===== src/rtl/shared_mem_arbiter_if.sv =====
// Core/memory bus of the shared data-memory arbiter. The arbiter uses the slave view.
// SHARED_MEM_LOCK_EN adds the per-core Lock input.
interface shared_mem_arbiter_if #(
    parameter int NUM_CORES = 2,
    parameter int ADDR_W    = 32,
    parameter int DATA_W    = 32
);
    logic [NUM_CORES-1:0]        Req;
    logic [NUM_CORES-1:0]        We;
    logic [NUM_CORES*ADDR_W-1:0] Addr;
    logic [NUM_CORES*DATA_W-1:0] WData;
`ifdef SHARED_MEM_LOCK_EN
    logic [NUM_CORES-1:0]        Lock;
`endif
    logic [NUM_CORES-1:0]        Ack;
    logic [DATA_W-1:0]           RData;
    logic                        MemEn;
    logic                        MemWe;
    logic [ADDR_W-1:0]           MemAddr;
    logic [DATA_W-1:0]           MemWData;
    logic [DATA_W-1:0]           MemRData;
    logic                        Busy;

    modport slave (
        input  Req, We, Addr, WData, MemRData,
`ifdef SHARED_MEM_LOCK_EN
        input  Lock,
`endif
        output Ack, RData, MemEn, MemWe, MemAddr, MemWData, Busy
    );

    modport master (
        output Req, We, Addr, WData, MemRData,
`ifdef SHARED_MEM_LOCK_EN
        output Lock,
`endif
        input  Ack, RData, MemEn, MemWe, MemAddr, MemWData, Busy
    );
endinterface


===== src/rtl/shared_mem_arbiter.sv =====
// Round-robin arbiter sharing one single-port synchronous memory among NUM_CORES cores.
// Define SHARED_MEM_LOCK_EN to let a core hold the memory across back-to-back accesses.
module shared_mem_arbiter #(
    parameter int NUM_CORES = 2,
    parameter int ADDR_W    = 32,
    parameter int DATA_W    = 32
) (
    input  logic                  Clk,
    input  logic                  Reset,
    shared_mem_arbiter_if.slave   bus
);
    localparam int IDX_W = (NUM_CORES > 1) ? $clog2(NUM_CORES) : 1;

    typedef enum logic [1:0] {IDLE, ISSUE, ACK} state_t;

    state_t               state_reg;
    logic [IDX_W-1:0]     ptr_reg;
    logic [IDX_W-1:0]     gnt_reg;
    logic [NUM_CORES-1:0] ack_reg;
    logic                 store_reg;
    logic                 mem_en_reg;
    logic                 mem_we_reg;
    logic [ADDR_W-1:0]    mem_addr_reg;
    logic [DATA_W-1:0]    mem_wdata_reg;

    logic [ADDR_W-1:0]    addr_arr  [NUM_CORES];
    logic [DATA_W-1:0]    wdata_arr [NUM_CORES];

    generate
        for (genvar gi = 0; gi < NUM_CORES; gi++) begin : g_unpack
            assign addr_arr[gi]  = bus.Addr[gi*ADDR_W +: ADDR_W];
            assign wdata_arr[gi] = bus.WData[gi*DATA_W +: DATA_W];
        end
    endgenerate

    // First set bit of mask at or after start, wrapping past NUM_CORES-1.
    function automatic logic [IDX_W-1:0] rr_pick(input logic [NUM_CORES-1:0] mask,
                                                 input logic [IDX_W-1:0]     start);
        logic [IDX_W-1:0] win;
        logic [IDX_W-1:0] c;
        win = '0;
        for (int k = NUM_CORES - 1; k >= 0; k--) begin
            c = IDX_W'((int'(start) + k) % NUM_CORES);
            if (mask[c]) win = c;
        end
        return win;
    endfunction

    logic [NUM_CORES-1:0] gnt_oh;
    logic [NUM_CORES-1:0] cand;
    logic [IDX_W-1:0]     gnt_inc;
    logic [IDX_W-1:0]     start;
    logic [IDX_W-1:0]     win;
    logic                 locked;
    logic                 launch;
    logic                 issue_we;
    logic [ADDR_W-1:0]    issue_addr;
    logic [DATA_W-1:0]    issue_wdata;

    always_comb begin
        gnt_oh  = NUM_CORES'(1) << gnt_reg;
        gnt_inc = IDX_W'((int'(gnt_reg) + 1) % NUM_CORES);
        locked  = 1'b0;
`ifdef SHARED_MEM_LOCK_EN
        locked  = (state_reg == ACK) && bus.Lock[gnt_reg];
`endif
        // In ACK the just-served core is excluded, unless it holds the lock.
        if (state_reg == ACK) begin
            cand  = locked ? (bus.Req & gnt_oh) : (bus.Req & ~gnt_oh);
            start = locked ? gnt_reg : gnt_inc;
        end else begin
            cand  = bus.Req;
            start = ptr_reg;
        end
        win    = rr_pick(cand, start);
        launch = ((state_reg == IDLE) || (state_reg == ACK)) && (|cand);

        issue_we    = bus.We[0];
        issue_addr  = addr_arr[0];
        issue_wdata = wdata_arr[0];
        for (int i = 1; i < NUM_CORES; i++) begin
            if (win == IDX_W'(i)) begin
                issue_we    = bus.We[i];
                issue_addr  = addr_arr[i];
                issue_wdata = wdata_arr[i];
            end
        end
    end

    always_ff @(posedge Clk) begin
        if (!Reset) begin
            state_reg     <= IDLE;
            ptr_reg       <= '0;
            gnt_reg       <= '0;
            ack_reg       <= '0;
            store_reg     <= 1'b0;
            mem_en_reg    <= 1'b0;
            mem_we_reg    <= 1'b0;
            mem_addr_reg  <= '0;
            mem_wdata_reg <= '0;
        end else begin
            ack_reg       <= '0;
            mem_en_reg    <= 1'b0;
            mem_we_reg    <= 1'b0;
            mem_addr_reg  <= '0;
            mem_wdata_reg <= '0;
            case (state_reg)
                IDLE: begin
                    if (launch) state_reg <= ISSUE;
                end
                ISSUE: begin
                    ack_reg   <= gnt_oh;
                    store_reg <= mem_we_reg;
                    state_reg <= ACK;
                end
                ACK: begin
                    if (!locked) ptr_reg <= gnt_inc;
                    state_reg <= launch ? ISSUE : IDLE;
                end
                default: state_reg <= IDLE;
            endcase
            if (launch) begin
                gnt_reg       <= win;
                mem_en_reg    <= 1'b1;
                mem_we_reg    <= issue_we;
                mem_addr_reg  <= issue_addr;
                mem_wdata_reg <= issue_wdata;
            end
        end
    end

    // Memory data arrives in the ACK cycle, so it is passed through, gated to 0 otherwise.
    assign bus.RData    = ((|ack_reg) && !store_reg) ? bus.MemRData : '0;
    assign bus.Ack      = ack_reg;
    assign bus.MemEn    = mem_en_reg;
    assign bus.MemWe    = mem_we_reg;
    assign bus.MemAddr  = mem_addr_reg;
    assign bus.MemWData = mem_wdata_reg;
    assign bus.Busy     = (state_reg != IDLE);
endmodule


===== src/flat_wrapper.sv =====
// flat-port wrapper written by rule: the top's interface ports become plain ports
module shared_mem_arbiter_flat 
#(
    parameter int NUM_CORES = 2,
    parameter int ADDR_W    = 32,
    parameter int DATA_W    = 32
)
  (Clk, Reset, bus_Req, bus_We, bus_Addr, bus_WData, bus_MemRData, bus_Ack, bus_RData, bus_MemEn, bus_MemWe, bus_MemAddr, bus_MemWData, bus_Busy);
  shared_mem_arbiter_if #(.NUM_CORES(NUM_CORES), .ADDR_W(ADDR_W), .DATA_W(DATA_W)) bus_i ();
  input  logic Clk;
  input  logic Reset;
  input wire logic [$bits(bus_i.Req)-1:0] bus_Req;
  input wire logic [$bits(bus_i.We)-1:0] bus_We;
  input wire logic [$bits(bus_i.Addr)-1:0] bus_Addr;
  input wire logic [$bits(bus_i.WData)-1:0] bus_WData;
  input wire logic [$bits(bus_i.MemRData)-1:0] bus_MemRData;
  output wire logic [$bits(bus_i.Ack)-1:0] bus_Ack;
  output wire logic [$bits(bus_i.RData)-1:0] bus_RData;
  output wire logic [$bits(bus_i.MemEn)-1:0] bus_MemEn;
  output wire logic [$bits(bus_i.MemWe)-1:0] bus_MemWe;
  output wire logic [$bits(bus_i.MemAddr)-1:0] bus_MemAddr;
  output wire logic [$bits(bus_i.MemWData)-1:0] bus_MemWData;
  output wire logic [$bits(bus_i.Busy)-1:0] bus_Busy;
  assign bus_i.Req = bus_Req;
  assign bus_i.We = bus_We;
  assign bus_i.Addr = bus_Addr;
  assign bus_i.WData = bus_WData;
  assign bus_i.MemRData = bus_MemRData;
  assign bus_Ack = bus_i.Ack;
  assign bus_RData = bus_i.RData;
  assign bus_MemEn = bus_i.MemEn;
  assign bus_MemWe = bus_i.MemWe;
  assign bus_MemAddr = bus_i.MemAddr;
  assign bus_MemWData = bus_i.MemWData;
  assign bus_Busy = bus_i.Busy;
  shared_mem_arbiter #(.NUM_CORES(NUM_CORES), .ADDR_W(ADDR_W), .DATA_W(DATA_W)) u_core (.Clk(Clk), .Reset(Reset), .bus(bus_i));
endmodule

===== config.mk =====
export PLATFORM = sky130hd
export DESIGN_NAME = shared_mem_arbiter_flat
export DESIGN_NICKNAME = d
export VERILOG_FILES = /design/src/rtl/shared_mem_arbiter_if.sv /design/src/rtl/shared_mem_arbiter.sv /design/src/flat_wrapper.sv
export SDC_FILE = /design/constraint.sdc
export NUM_CORES = 1
export LEC_CHECK = 0
export BUFFER_PORTS_ARGS = -buffer_cell sky130_fd_sc_hd__buf_2
export CAP_MARGIN = 0
export CORE_AREA = 2 2 103 105
export DETAILED_ROUTE_END_ITERATION = 8
export DIE_AREA = 0 0 105 107
export PLACE_DENSITY = 0.71
export RECOVER_POWER = 100
export REMOVE_ABC_BUFFERS = 1
export SLEW_MARGIN = 15
export SYNTH_ARGS = -nofsm -noshare
export SYNTH_HDL_FRONTEND = slang
export SYNTH_SLANG_ARGS = --single-unit

===== constraint.sdc =====
create_clock -name Clk -period 1.6 [get_ports Clk]
set_input_delay 0.32 -clock Clk [delete_from_list [all_inputs] [get_ports Clk]]
set_output_delay 0.32 -clock Clk [all_outputs]
set_load 0.05 [all_outputs]

==> flow_summary.yaml, run 1 <==
job:
  drv_cap: 0
timing:
  final-max-slew-violation-count: 0
  holdWs_ps: 230
  period_share: 1.10
  finalClockSkew_ps: 7.89
  finalWorstSetupSlack_ps: -157
  tightest_slew_ps: 679
  hold_viol: 0
  timing.setup.tns_ps: -4320
  min_period_ps: 1760
  fmaxAchievable_mhz: 569
  finalSetupViolCount: 41
  rsz0062_at_grt: "true"
  maxSlewHeadroom: 0.548
yosys:
  synth_edf_count: 0
  async_reset_ff_frac: 0
  synth_cells: 397
  yosysTopAreaCellShare: 0.406
  ys.flop_type: "dfxtp_1"
  ys_ff_latch: 73
  ys_seq_area_frac: 0.406
  yosys.area.top_type: "dfxtp_1"
  synth_warnings: 0
  synth.most_common_cell: "dfxtp_1"
  ys_top_cells_by_count: "dfxtp_1, a21oi_1, o2111ai_1, o311ai_0, clkbuf_1"
  synth_area_leaders: "dfxtp_1, o2111ai_1, o311ai_0, a21oi_1, and2_1"
  syn-cell-area_um2: 3600
  ys_types: 24
  syn_avg_cell_area_um2: 9.06
min_path:
  hp-class: "primary input to flip-flop"
  holdPathStages: 3
  hold_start: "bus_Addr[2]"
  whs_endpoint: "u_core.bus.MemAddr[2]"
placement:
  routabilityCongestion: 0.779
  port_buffers: 266
  place_area_um2: 5160
  post-place-ws_ps: -97.5
  dpl.hpwl_um: 9890
  numPlacedInstances: 755
worst_setup_path:
  cp.arrival_ps: 1440
  start_kind: "flip-flop"
  r2r-start: "u_core.state_reg[0]"
  cp.buffers_inverters: 2
  critPathMaxFanout: 7
  required_ps: 1280
  critPathMaxStageDelay_ps: 340
  r2r_cells: 6
  regToRegSetupSlack_ps: -60
  path_class: "flip-flop to primary output"
  timing.rr.end: "u_core.bus.MemWData[1]"
  crit_cells: 5
  slowest_stage: "dfxtp_2"
  cp_cell_sequence: "nor2_2 -> nor2_4 -> buf_6 -> and2_4 -> buf_8"
  critPathTopFamily: "simple AND/OR/NAND/NOR gates"
  crit_path_end_kind: "primary output"
global_route:
  grt_pass1_vias: 4540
  grt_max_degree: 63
  grt-ovfl-total: 0
  grt.total_usage: 0.262
  grt_pass1_wl_um: 23500
  grt_antenna_before_repair: 1
clock_network:
  cts_tree: "done"
  cts_buffers: 9
  cts_hold_buf: 0
  clock_path_buffers: 2
  insertion_delay_ps: 360
  root_buffer: "clkbuf_8"
  h-tree-depth: 3
  cts_sinks: 73
  clk_pin_slew_ps: 80
final_layout:
  final_area_um2: 5920
  areaGrowthSynthToFinish_pct: 64.5
  seqCellArea_um2: 1470
  multi_input_area_um2: 1940
  nets: 806
  postLayoutCoreUtil: 0.587
  layout.cells.non_filler: 782
  nFillCells: 884
  drive_above_1_share: 0.564
detailed_routing:
  num_vias: 4588
  wl_per_cell_um: 20.3
  routed_wl_um: 15900
  drt_iter0_markers: 189
  ant_nets: 0
  drc_errors: 0
  avgViaCountPerCell: 5.87
  first_pass_iters: 4
floorplanning:
  io_pins: 267
  row_count: 37
  die_y_um: 107
  start_util: 0.357
  core-area_um2: 10100
  die_area_um2: 11200
  fp.dieW_um: 105
power_and_ir_drop:
  peakVddDrop_mv: 0.463
  leakage_nw: 2.63
  power.density_nw_per_um2: 908
  finalPower_mw: 5.37
outcome:
  violations: "setup timing"
  status: "finished with violations"
timing repair:
action                     CTS  global route
pin swaps                   19            11
setup endpoints to repair   33            72
buffers inserted             2             2
resized for setup          111            30
gates cloned                 3             3
cell usage in the layout (no fill, tap or decap), types with 2 or more instances in the layout:
master	count
a21oi_1	65
and2_4	32
buf_12	13
buf_2	233
buf_4	14
buf_6	8
buf_8	29
bufinv_16	2
clkbuf_8	11
clkinv_2	2
dfxtp_1	67
dfxtp_2	6
inv_1	3
inv_2	2
mux2i_1	3
nor2_1	4
nor2b_4	2
nor3_1	2
o2111ai_1	65
o311ai_0	57
o311ai_1	8
routing by layer:
metal	global-route usage	wire length (um)
met5	0	0
met4	0.105	357
met3	0.0699	1290
met2	0.466	8190
met1	0.297	6040
worst min-delay path, cell delays in order:
cell and delay, ps:
buf_2 100, o311ai_1 60, a21oi_1 60
worst max-delay path by stage:
stage | startpoint | to | slack [ps]
after floorplan | u_core.state_reg[1] | u_core.bus.MemAddr[10] | -3510
after global placement | bus_Req[0] | u_core.bus.MemWData[3] | -370
after detailed placement | bus_Req[1] | u_core.bus.MemAddr[5] | -100
after CTS | u_core.bus.Ack[1] | bus_RData[28] | -130
after global routing | u_core.bus.Ack[0] | bus_RData[2] | -230
final | u_core.bus.Ack[1] | bus_RData[2] | -160
final cells by class:
type,instances,area share
diodes,1,0.000423
clock buffers,11,0.0256
clock inverters,5,0.0131
inverters,6,0.00380
multi-input cells,251,0.328
flip-flops and latches,73,0.248
well taps,136,0.0287
repair buffers,299,0.352
report_power, final:
part / internal, mW / switching, mW / total (mW)
Clock: 0.958 / 0.716 / 1.67
Sequential: 1.94 / 0.0434 / 1.98
Combinational: 0.611 / 1.10 / 1.72
cell families after synthesis:
kind of cell / share of synthesized area
AOI/OAI and AO/OA: 0.416
buffers and inverters: 0.0901
DFF: 0.406
muxes: 0.00835
and+or+nand+nor: 0.0796
Note: power is estimated with default switching activity, not from simulation.
==> run 2, diff against run 1 <==
- clock period: 1.6 -> 1.9 ns (I/O delays scaled with it)
==> run 2 against run 1 <==
  * Combinational power fell by 28%
  * Non-clock buffer count decreased by 16
  * Critical path type unchanged
  * Critical endpoint is now bus_RData[27]
  * Register-to-register slack better by 250 ps
  * Final cell count down 2.2%
  * Core utilization decreased by 7.0 points
  * Highest routed layer unchanged
  * The flow now finishes without violations
  * Sequential cell count unchanged
  * Via count shrank 3.5%
  * Global-route usage is 2.2 points lower
  * Wire length down 10%
  * First-iteration DRC count rose by 34%
==> flow_summary.yaml, run 2 (synthesis gave the netlist of run 1 again) <==
power_and_ir_drop:
  leakage_nw: 2.11
  power.density_nw_per_um2: 796
  finalPower_mw: 4.15
  peakVddDrop_mv: 0.391
global_route:
  grt_pass1_wl_um: 21600
  grt_max_degree: 68
  grt-ovfl-total: 0
  grt.total_usage: 0.240
  grt_pass1_vias: 4279
  grt_antenna_before_repair: 1
floorplanning:
  row_count: 37
  core-area_um2: 10100
  fp.dieW_um: 105
  die_area_um2: 11200
  start_util: 0.357
  io_pins: 267
  die_y_um: 107
timing:
  final-max-slew-violation-count: 0
  period_share: 0.966
  timing.setup.tns_ps: 0
  fmaxAchievable_mhz: 545
  holdWs_ps: 291
  finalSetupViolCount: 0
  finalClockSkew_ps: 13.4
  maxSlewHeadroom: 0.452
  min_period_ps: 1830
  hold_viol: 0
  rsz0062_at_grt: "false"
  tightest_slew_ps: 820
clock_network:
  insertion_delay_ps: 340
  cts_tree: "done"
  h-tree-depth: 3
  clk_pin_slew_ps: 80
  clock_path_buffers: 2
  cts_buffers: 9
  cts_sinks: 73
  root_buffer: "clkbuf_8"
detailed_routing:
  drc_errors: 0
  num_vias: 4427
  wl_per_cell_um: 18.6
  first_pass_iters: 5
  ant_nets: 0
  avgViaCountPerCell: 5.79
  routed_wl_um: 14300
  drt_iter0_markers: 253
placement:
  numPlacedInstances: 748
  dpl.hpwl_um: 9470
  place_area_um2: 5100
  routabilityCongestion: 0.795
  port_buffers: 266
outcome:
  status: "finished clean"
worst_setup_path:
  critPathMaxFanout: 32
  crit_path_end_kind: "primary output"
  regToRegSetupSlack_ps: 190
  required_ps: 1520
  start_kind: "flip-flop"
  cp.arrival_ps: 1450
  path_class: "flip-flop to primary output"
final_layout:
  final_common_cell: "buf_2"
  areaGrowthSynthToFinish_pct: 44.9
  nets: 789
  drive_above_1_share: 0.377
  layout_common_cells: "buf_2, dfxtp_1, clkbuf_1"
  final_area_um2: 5210
  layout.cells.non_filler: 765
job:
  drv_cap: 0
min_path:
  hp-class: "primary input to flip-flop"
-- run 2: changes by cell type in the layout (fill, tap and decap cells not counted), moves of 6 or more --
cell,before,now
and2_4,32,0
clkbuf_2,0,6
clkbuf_1,1,69
and2_1,0,27
buf_8,29,0
buf_6,8,1
buf_2,233,182
dfxtp_1,67,73
dfxtp_2,6,0
-- run 2: per-stage QoR --
stage	utilization	worst slack, ps
2_1_floorplan	-	-3210
3_3_place_gp	0.503	-144
3_5_place_dp	0.506	89.8
4_1_cts	0.526	8.89
5_1_grt	0.516	8.13
6_report	0.516	65.5
-- run 2: path summary, 6_finish.rpt --
kind	to	cells past startpoint	from
worst max register to register	u_core.bus.MemAddr[1]	4	u_core.ptr_reg
worst min-delay path	u_core.bus.MemWData[26]	3	bus_WData[26]
worst min register to register	u_core.store_reg	2	u_core.bus.MemWe
worst max-delay path	bus_RData[27]	5	u_core.bus.Ack[0]
-- run 2: worst max-delay path: stages, from the launching register on --
cell     delay [ps]
dfxtp_1         340
nor2_1           40
nor2_1          110
buf_6           210
and2_0          200
buf_4           220
-- run 2: metal layers --
metal  up-vias  GRT usage  part of all wire
met1      2103      0.268              0.39
met2       226      0.422              0.49
met5         -          0                 0
li1       2064          -                 -
met3        34     0.0669             0.083
met4         0      0.111             0.033
-- run 2: area by class of cell --
cell class                      count  area (um2)
Clock inverter                      5        55.1
Sequential cell                    73        1460
Tap cell                          136         170
Antenna cell                        1        2.50
Timing Repair Buffer              283        1520
Multi-Input combinational cell    250        1840
Clock buffer                       11         141
Inverter                            6        22.5
Fill cell                        1016        4880
-- run 2: power by group --
part           switching, mW  internal (mW)  total [mW]
registers             0.0427           1.63        1.68
clock network          0.599          0.639        1.24
logic                  0.873          0.364        1.24
-- run 2: timing repair --
| item | in CTS | in global routing |
|---|---|---|
| endpoints found under the setup margin | 3 | 21 |
| setup buffers | 0 | 0 |
| hold endpoints to repair | 0 | 0 |
| resized for setup | 3 | 5 |
| hold buffers | 0 | 0 |
